==> src/rtl/duty_ramp_ctrl.sv <==
// Duty-cycle word source for the variable-duty clock divider: button-stepped
// manual mode, or a continuous 0 -> 100 -> 0 "breathe" ramp at step_hz.
module duty_ramp_ctrl #(
  parameter logic [27:0] clk_freq    = 28'd100_000000,
  parameter logic [27:0] step_hz     = 28'd100,
  parameter logic [7:0]  manual_step = 8'd10,
  parameter logic [7:0]  init_duty   = 8'd50
) (
  input  logic       sys_clk_in,
  input  logic       reset,
  input  logic       mode,
  input  logic       btn_up,
  input  logic       btn_down,
  input  logic       hold,
  output logic [7:0] duty_percentage,
  output logic       ramp_dir,
  output logic       at_limit,
  output logic       step_tick
);

  localparam logic [27:0] TICK_COUNT = clk_freq / step_hz;
  localparam logic [7:0]  INIT_DUTY  = (init_duty > 8'd100) ? 8'd100 : init_duty;
  localparam logic [8:0]  DUTY_MAX   = 9'd100;

  typedef enum logic [1:0] {MANUAL, RAMP_UP, RAMP_DOWN} state_t;

  state_t      r_state;
  logic [27:0] r_count;
  logic        r_stepTick;
  logic        r_btnUpPrev;
  logic        r_btnDownPrev;
  logic [7:0]  r_duty;
  logic        r_rampDir;

  logic [27:0] w_countNext;
  logic        w_upEdge;
  logic        w_downEdge;
  logic [7:0]  w_manInc;
  logic [7:0]  w_manDec;
  logic [7:0]  w_rampInc;
  logic [7:0]  w_rampDec;

  // Arithmetic is done 9 bits wide so overflow/borrow is visible before clamping.
  function automatic logic [7:0] satAdd(input logic [7:0] a, input logic [7:0] b);
    logic [8:0] s;
    s = {1'b0, a} + {1'b0, b};
    return (s > DUTY_MAX) ? 8'd100 : s[7:0];
  endfunction

  function automatic logic [7:0] satSub(input logic [7:0] a, input logic [7:0] b);
    logic [8:0] d;
    d = {1'b0, a} - {1'b0, b};
    if (d[8])
      return 8'd0;
    return (d > DUTY_MAX) ? 8'd100 : d[7:0];
  endfunction

  assign w_countNext = (r_count >= TICK_COUNT) ? 28'd1 : r_count + 28'd1;
  assign w_upEdge    = btn_up & ~r_btnUpPrev;
  assign w_downEdge  = btn_down & ~r_btnDownPrev;
  assign w_manInc    = satAdd(r_duty, manual_step);
  assign w_manDec    = satSub(r_duty, manual_step);
  assign w_rampInc   = satAdd(r_duty, 8'd1);
  assign w_rampDec   = satSub(r_duty, 8'd1);

  // The tick is registered against the next count so it lines up with count == TICK_COUNT
  // yet stays low while reset is asserted, even when TICK_COUNT is 1.
  always_ff @(posedge sys_clk_in or negedge reset) begin
    if (!reset) begin
      r_count    <= 28'd1;
      r_stepTick <= 1'b0;
    end else begin
      r_count    <= w_countNext;
      r_stepTick <= (w_countNext == TICK_COUNT);
    end
  end

  always_ff @(posedge sys_clk_in or negedge reset) begin
    if (!reset) begin
      r_btnUpPrev   <= 1'b1;
      r_btnDownPrev <= 1'b1;
    end else begin
      r_btnUpPrev   <= btn_up;
      r_btnDownPrev <= btn_down;
    end
  end

  always_ff @(posedge sys_clk_in or negedge reset) begin
    if (!reset) begin
      r_state   <= MANUAL;
      r_duty    <= INIT_DUTY;
      r_rampDir <= 1'b0;
    end else begin
      case (r_state)
        MANUAL: begin
          if (mode) begin
            if (r_duty < 8'd100) begin
              r_state   <= RAMP_UP;
              r_rampDir <= 1'b1;
            end else begin
              r_state   <= RAMP_DOWN;
              r_rampDir <= 1'b0;
            end
          end else if (w_upEdge && !w_downEdge) begin
            r_duty <= w_manInc;
          end else if (w_downEdge && !w_upEdge) begin
            r_duty <= w_manDec;
          end
        end
        // Leaving breathe mode wins over a coincident tick.
        RAMP_UP: begin
          if (!mode) begin
            r_state   <= MANUAL;
            r_rampDir <= 1'b0;
          end else if (r_stepTick && !hold) begin
            r_duty <= w_rampInc;
            if (w_rampInc == 8'd100) begin
              r_state   <= RAMP_DOWN;
              r_rampDir <= 1'b0;
            end
          end
        end
        RAMP_DOWN: begin
          if (!mode) begin
            r_state   <= MANUAL;
            r_rampDir <= 1'b0;
          end else if (r_stepTick && !hold) begin
            r_duty <= w_rampDec;
            if (w_rampDec == 8'd0) begin
              r_state   <= RAMP_UP;
              r_rampDir <= 1'b1;
            end
          end
        end
        default: begin
          r_state   <= MANUAL;
          r_rampDir <= 1'b0;
        end
      endcase
    end
  end

  assign duty_percentage = r_duty;
  assign ramp_dir        = r_rampDir;
  assign at_limit        = (r_duty == 8'd0) || (r_duty == 8'd100);
  assign step_tick       = r_stepTick;

endmodule

==> config.mk <==
export PLATFORM = sky130hd
export DESIGN_NAME = duty_ramp_ctrl
export DESIGN_NICKNAME = d
export VERILOG_FILES = /design/src/rtl/duty_ramp_ctrl.sv
export SDC_FILE = /design/constraint.sdc
export NUM_CORES = 1
export LEC_CHECK = 0
export CORE_MARGIN = 3
export CORE_UTILIZATION = 40
export CTS_CLUSTER_SIZE = 14
export DETAILED_ROUTE_END_ITERATION = 8
export PLACE_DENSITY = 0.56
export SYNTH_ARGS = -nofsm -noshare
export SYNTH_HDL_FRONTEND = slang
export SYNTH_SLANG_ARGS = --single-unit
==> constraint.sdc <==
create_clock -name sys_clk_in -period 6.8 [get_ports sys_clk_in]
set_clock_uncertainty 0.2 [all_clocks]
set_input_delay 1.02 -clock sys_clk_in [delete_from_list [all_inputs] [get_ports sys_clk_in]]
set_output_delay 1.02 -clock sys_clk_in [all_outputs]
set_load 0.03 [all_outputs]
### Yosys cells after proc, flatten, opt, wreduce, memory -nomap -nowiden

Cells that the tools add are included.

| word-level totals | value |
|---|---|
| logic and storage cells | 88 |
| register bits after elaboration | 42 |

| operators by class | value |
|---|---|
| order comparisons | 6 |
| reduce and logical (&&, ||, !) cells | 13 |
| multiplexer cells | 37 |
| eq/ne operators | 16 |
| add/sub/neg operators | 5 |
| bitwise logic cells | 4 |

Operators with widths:

| operator | number |
|---|---|
| two-way mux 8 bit | 15 |
| > comparator 9 x 7 -> 1 bit (second input constant) | 4 |
| adder 28 x 1 -> 28 bit (second input constant) | 1 |
| == test 28 x 20 -> 1 bit (second input constant) | 1 |
| >= comparator 28 x 20 -> 1 bit (second input constant) | 1 |
| two-way mux 28 bit | 1 |
| case mux 8 bit (3 select lines) | 1 |
| == test 8 x 7 -> 1 bit (second input constant) | 2 |
| zero test 8 bit | 2 |
| two-way mux 2 bit | 8 |
| inequality test 3 bit (second input constant) | 5 |
| inequality test 2 bit (second input constant) | 6 |
| two-way mux 1 bit | 10 |
| adder 8 x 1 -> 9 bit (second input constant) | 1 |
| adder 8 x 4 -> 9 bit (second input constant) | 1 |
| subtractor 8 x 1 -> 9 bit (second input constant) | 1 |
| subtractor 8 x 4 -> 9 bit (second input constant) | 1 |
| less-than comparator 8 x 7 -> 1 bit (second input constant) | 1 |
| AND reduction 7 bit | 1 |
| case mux 2 bit (3 select lines) | 1 |
| AND reduction 5 bit | 1 |
| logical AND 1 bit | 3 |
| zero test 1 bit | 3 |
| case mux 1 bit (3 select lines) | 1 |
| 7 further kinds | 9 |

### Depth between registers and ports, before layout

| depth | value |
|---|---|
| depth in word-level cells | 9 |
| mapped depth | 11 |

### Least setup slack after synthesis

OpenSTA, ideal clock, no wires.

| timing | value |
|---|---|
| path type | flip-flop to output port |
| start | reg r_duty[0], in the netlist duty_percentage[0] |
| end | out at_limit |
| arrival | 2.225 ns |
| cell stages (with the launch flop) | 8 |
| setup slack | 3.355 ns |
| path through | dfrtp_1 > clkbuf_1 > inv_1 > ha_1 > or4b_4 > nor2_1 > a21oi_1 > nor2_1 |

| between the ends | value |
|---|---|
| word-level cells in the longest chain between the ends | 2 |
| elaborated cells on any way between the ends | 3 |
| those cells by class | 1 x eq/ne; 2 x reduce/logical |

Ends and longest elaborated chain:

| element | line | RTL |
|---|---|---|
| start: declaration | 32 | `logic [7:0] r_duty;` |
| start signal: assignment | 105 | `r_duty <= w_manInc;` |
| start signal: assignment | 107 | `r_duty <= w_manDec;` |
| start signal: assignment | 116 | `r_duty <= w_rampInc;` |
| == test 8 x 7 -> 1 bit or zero test 8 bit (tied branches) | 145 | `assign at_limit = (r_duty == 8'd0) \|\| (r_duty == 8'd100);` |
| logical OR 1 bit * | 145 |  |
| end: declaration | 17 | `output logic at_limit,` |

Every way passes the cells marked *; elsewhere a longest branch is shown, timed or not.

### Final worst setup path

Ends and elaborated chain as after synthesis.

==> qor.txt <==
Initial Utilization - 42.4%
Count of final hold-check violations - 0
Pwr Density - 401 nW/um^2
Fin crit share - 61.6%
Max Cap Viol - 0
Pin count of the biggest net entering global routing - 43
Setup crit start kind - register
Critical Path AT - 2.97 ns
Seq. cell area - 1060 sq um
Core ar. - 8460 sq um
First-pass GRT wire length - 16600 microns
Max-slew headroom - 37.2%
Post-CTS setup buffer count - 0
Leading area contributor after synthesis - dfrtp_1
Worst Setup End Kind - output port
Die area - 10100 sq um
Syn avg cell area - 8.08 sq um
TritonCTS buffer count - 5
DRT Wirelength - 9770 microns
Hold depth - 1
Vias per Instance - 5.99
Worst hold path type - register to register
Pre-CTS setup slack - 2.98 ns
Async set-reset flop share out of synthesis - 100%
Synth area leaders - dfrtp_1, ha_1, xnor2_1, nor2_1, dfstp_2
IO buf count - 16
Required time worst endpoint - 5.58 ns
Synth warn - 0
Max Fclk - 0.239 GHz
Placed Cells incl. Taps - 549
Row cnt - 33
Fin cells - 557
Antenna Cells - 0
H-tree Lvls - 2
CTS tree - done
Number of antenna violations at the first check in global routing - 0
Nets@finish - 473
IO Count - 17
Post-DRT Antenna Nets - 0
Clk sinks - 42
Slew @ Worst Pin - 0.942 ns
Max Root-Sink Buffers - 2
Post-CTS resize count - 0
Internal power - 0.774 mW
Starting DRC count in detailed routing - 396
Root buf cell - clkbuf_8
WL per Instance - 17.5 microns
Multi-input gate area - 2350 sq um
Slew Limit Fails - 0
Netlist cell types - 79
Layout cell share with drive strength beyond 1 - 7.30%
Clock power frac - 12.8%
Die width - 101 microns
Peak VDD IR - 0.130 mV
Post-synth EDFFs - 0
Grt ovf - 0
DRC - 0
Mapped Area - 3590 sq um
Unrepaired setup endpoints after global routing - no
Gpl congestion - 0.891
P_sw - 0.797 mW
Area grow syn2layout - 9.28%
Clock period minus worst slack - 4.19 ns
# fillers - 857
Setup ws final - 2.61 ns
Clock-pin slew on the worst setup and hold paths - 0.08 ns
Vias after detailed routing - 3337
HPWL after DPL - 7000 microns
Final setup viols - 0
# hold bufs at CTS - 0
Outcome - completed
Sequential fraction of the synthesis area - 29.5%
Leakage - 1.48 nW
Clk Latency, worst-skew pair - 0.29 ns
CP Class - register to output port
Crit Path Max Fanout - 18
Vias in the first global route - 3347
DR pass1 iterations - 4
Setup TNS - 0 ns
Most used DFF post-synth - dfrtp_1
Share of the synthesized area in the top cell type - 25.1%
R2R depth - 9
Syn Inst Count - 444
Sequential power share - 25.4%
Global Route Usage Sum - 20.4%
Combinational Power Share - 61.8%
Switching Share - 50.7%
Die Span Y - 101 microns
Post-synthesis register bit count - 42
-- synthesized netlist by cell type, drive strengths merged, types with 3 or more instances --
library cell  count
o311ai            4
o211ai            4
mux2i             5
ha               16
nor4             11
and3              8
o21a              4
and2              6
inv              23
nand4            14
nand2            37
o31ai             7
nor2b             6
or2               4
o21ai            22
dfrtp            36
a21oi            20
buf              12
dfstp             6
o2111ai           3
clkbuf           14
nor2             45
a221oi            3
a21boi            3
nand4b            3
xnor2            20
or3               4
a21o              4
or4               3
nand2b            8
nor3             12
a31oi             3
nand3            21
o22ai             7
xor2              8
nor4b             4
-- cell type report --
type	instances	area share [%]
Timing Repair Buffer	19	4.53
Tap cell	105	3.35
Clock buffer	5	1.76
Multi-Input combinational cell	360	60.0
Inverter	23	2.20
Clock inverter	3	1.12
Sequential cell	42	27.0
-- registers in the layout (all words and copies together), names as in the netlist --
name             count
duty_percentage      8
r_btnDownPrev        1
r_btnUpPrev          1
r_count             28
r_state              2
ramp_dir             1
step_tick            1
-- power by group through the flow --
stage,logic [mW],clock network (mW),registers [mW]
detailed placement,0.958,0,0.401
global route,1.07,0.219,0.409
global placement,0.956,0,0.398
floorplan,0.735,0,0.367
CTS,0.961,0.208,0.396
finish,0.970,0.201,0.399
-- layout by cell type, fill, tap and decap left out, types with 9 or more instances in the layout --
master,instances
clkdlybuf4s50_1,15
xnor2_1,20
inv_1,22
nand3_1,21
nor4_1,9
dfrtp_1,36
o21ai_0,15
nand4_1,14
nor3_1,12
ha_1,16
nor2_1,43
nand2_1,37
a21oi_1,20
-- metal layers --
metal  global-route usage (%)  share of wire [%]  vias to the layer above
met5                        0                  0                        -
met4                     8.19                3.4                        0
met3                     3.67                4.7                       26
met2                     31.0                 44                       94
met1                     28.5                 48                     1591
li1                         -                  -                     1626
-- critical path, cell delays in order, from the launching register on --
cell and delay [ns]:
dfrtp_1 0.63, inv_1 0.22, ha_1 0.29, or4b_4 0.53
nor2_1 0.15, a21oi_1 0.06, nor2_1 0.11, clkdlybuf4s50_1 0.68
-- path summary, 6_finish.rpt --
| path | start | to | slack [ns] |
|---|---|---|---|
| max | duty_percentage[0]$_DFFE_PN0P_ | at_limit | 2.61 |
| min in group asynchronous | reset | r_count[7]$_DFF_PN0_ | 0.66 |
| max reg2reg | duty_percentage[2]$_DFFE_PN0P_ | r_state[1]$_DFFE_PN0P_ | 3.19 |
| min | r_count[0]$_DFF_PN1_ | r_count[0]$_DFF_PN1_ | 0.30 |
| min reg2reg | r_count[0]$_DFF_PN1_ | r_count[0]$_DFF_PN1_ | 0.30 |
| max in group asynchronous | reset | r_count[6]$_DFF_PN0_ | 5.15 |
-- metrics by stage --
step | hold WS, ns | util (%) | area, sq um | power (mW)
floorplan | 0.252 | - | 3610 | 1.10
global placement | 0.267 | 45.0 | 3810 | 1.35
global route | 0.324 | 46.3 | 3920 | 1.70
finish | 0.297 | 46.3 | 3920 | 1.57
detailed placement | 0.278 | 45.0 | 3810 | 1.36
CTS | 0.298 | 46.3 | 3920 | 1.57
-- logic make-up after synthesis --
family                     share of synthesized area (%)
AOI/OAI and AO/OA                                   20.9
xor gates and xnor gates                            6.84
DFF                                                 29.5
and+or+nand+nor                                     29.5
buffers and inverters                               5.62
muxes                                               2.02
other                                              0.105
adders and majority gates                           5.58
(Power assumes the default switching activity.)
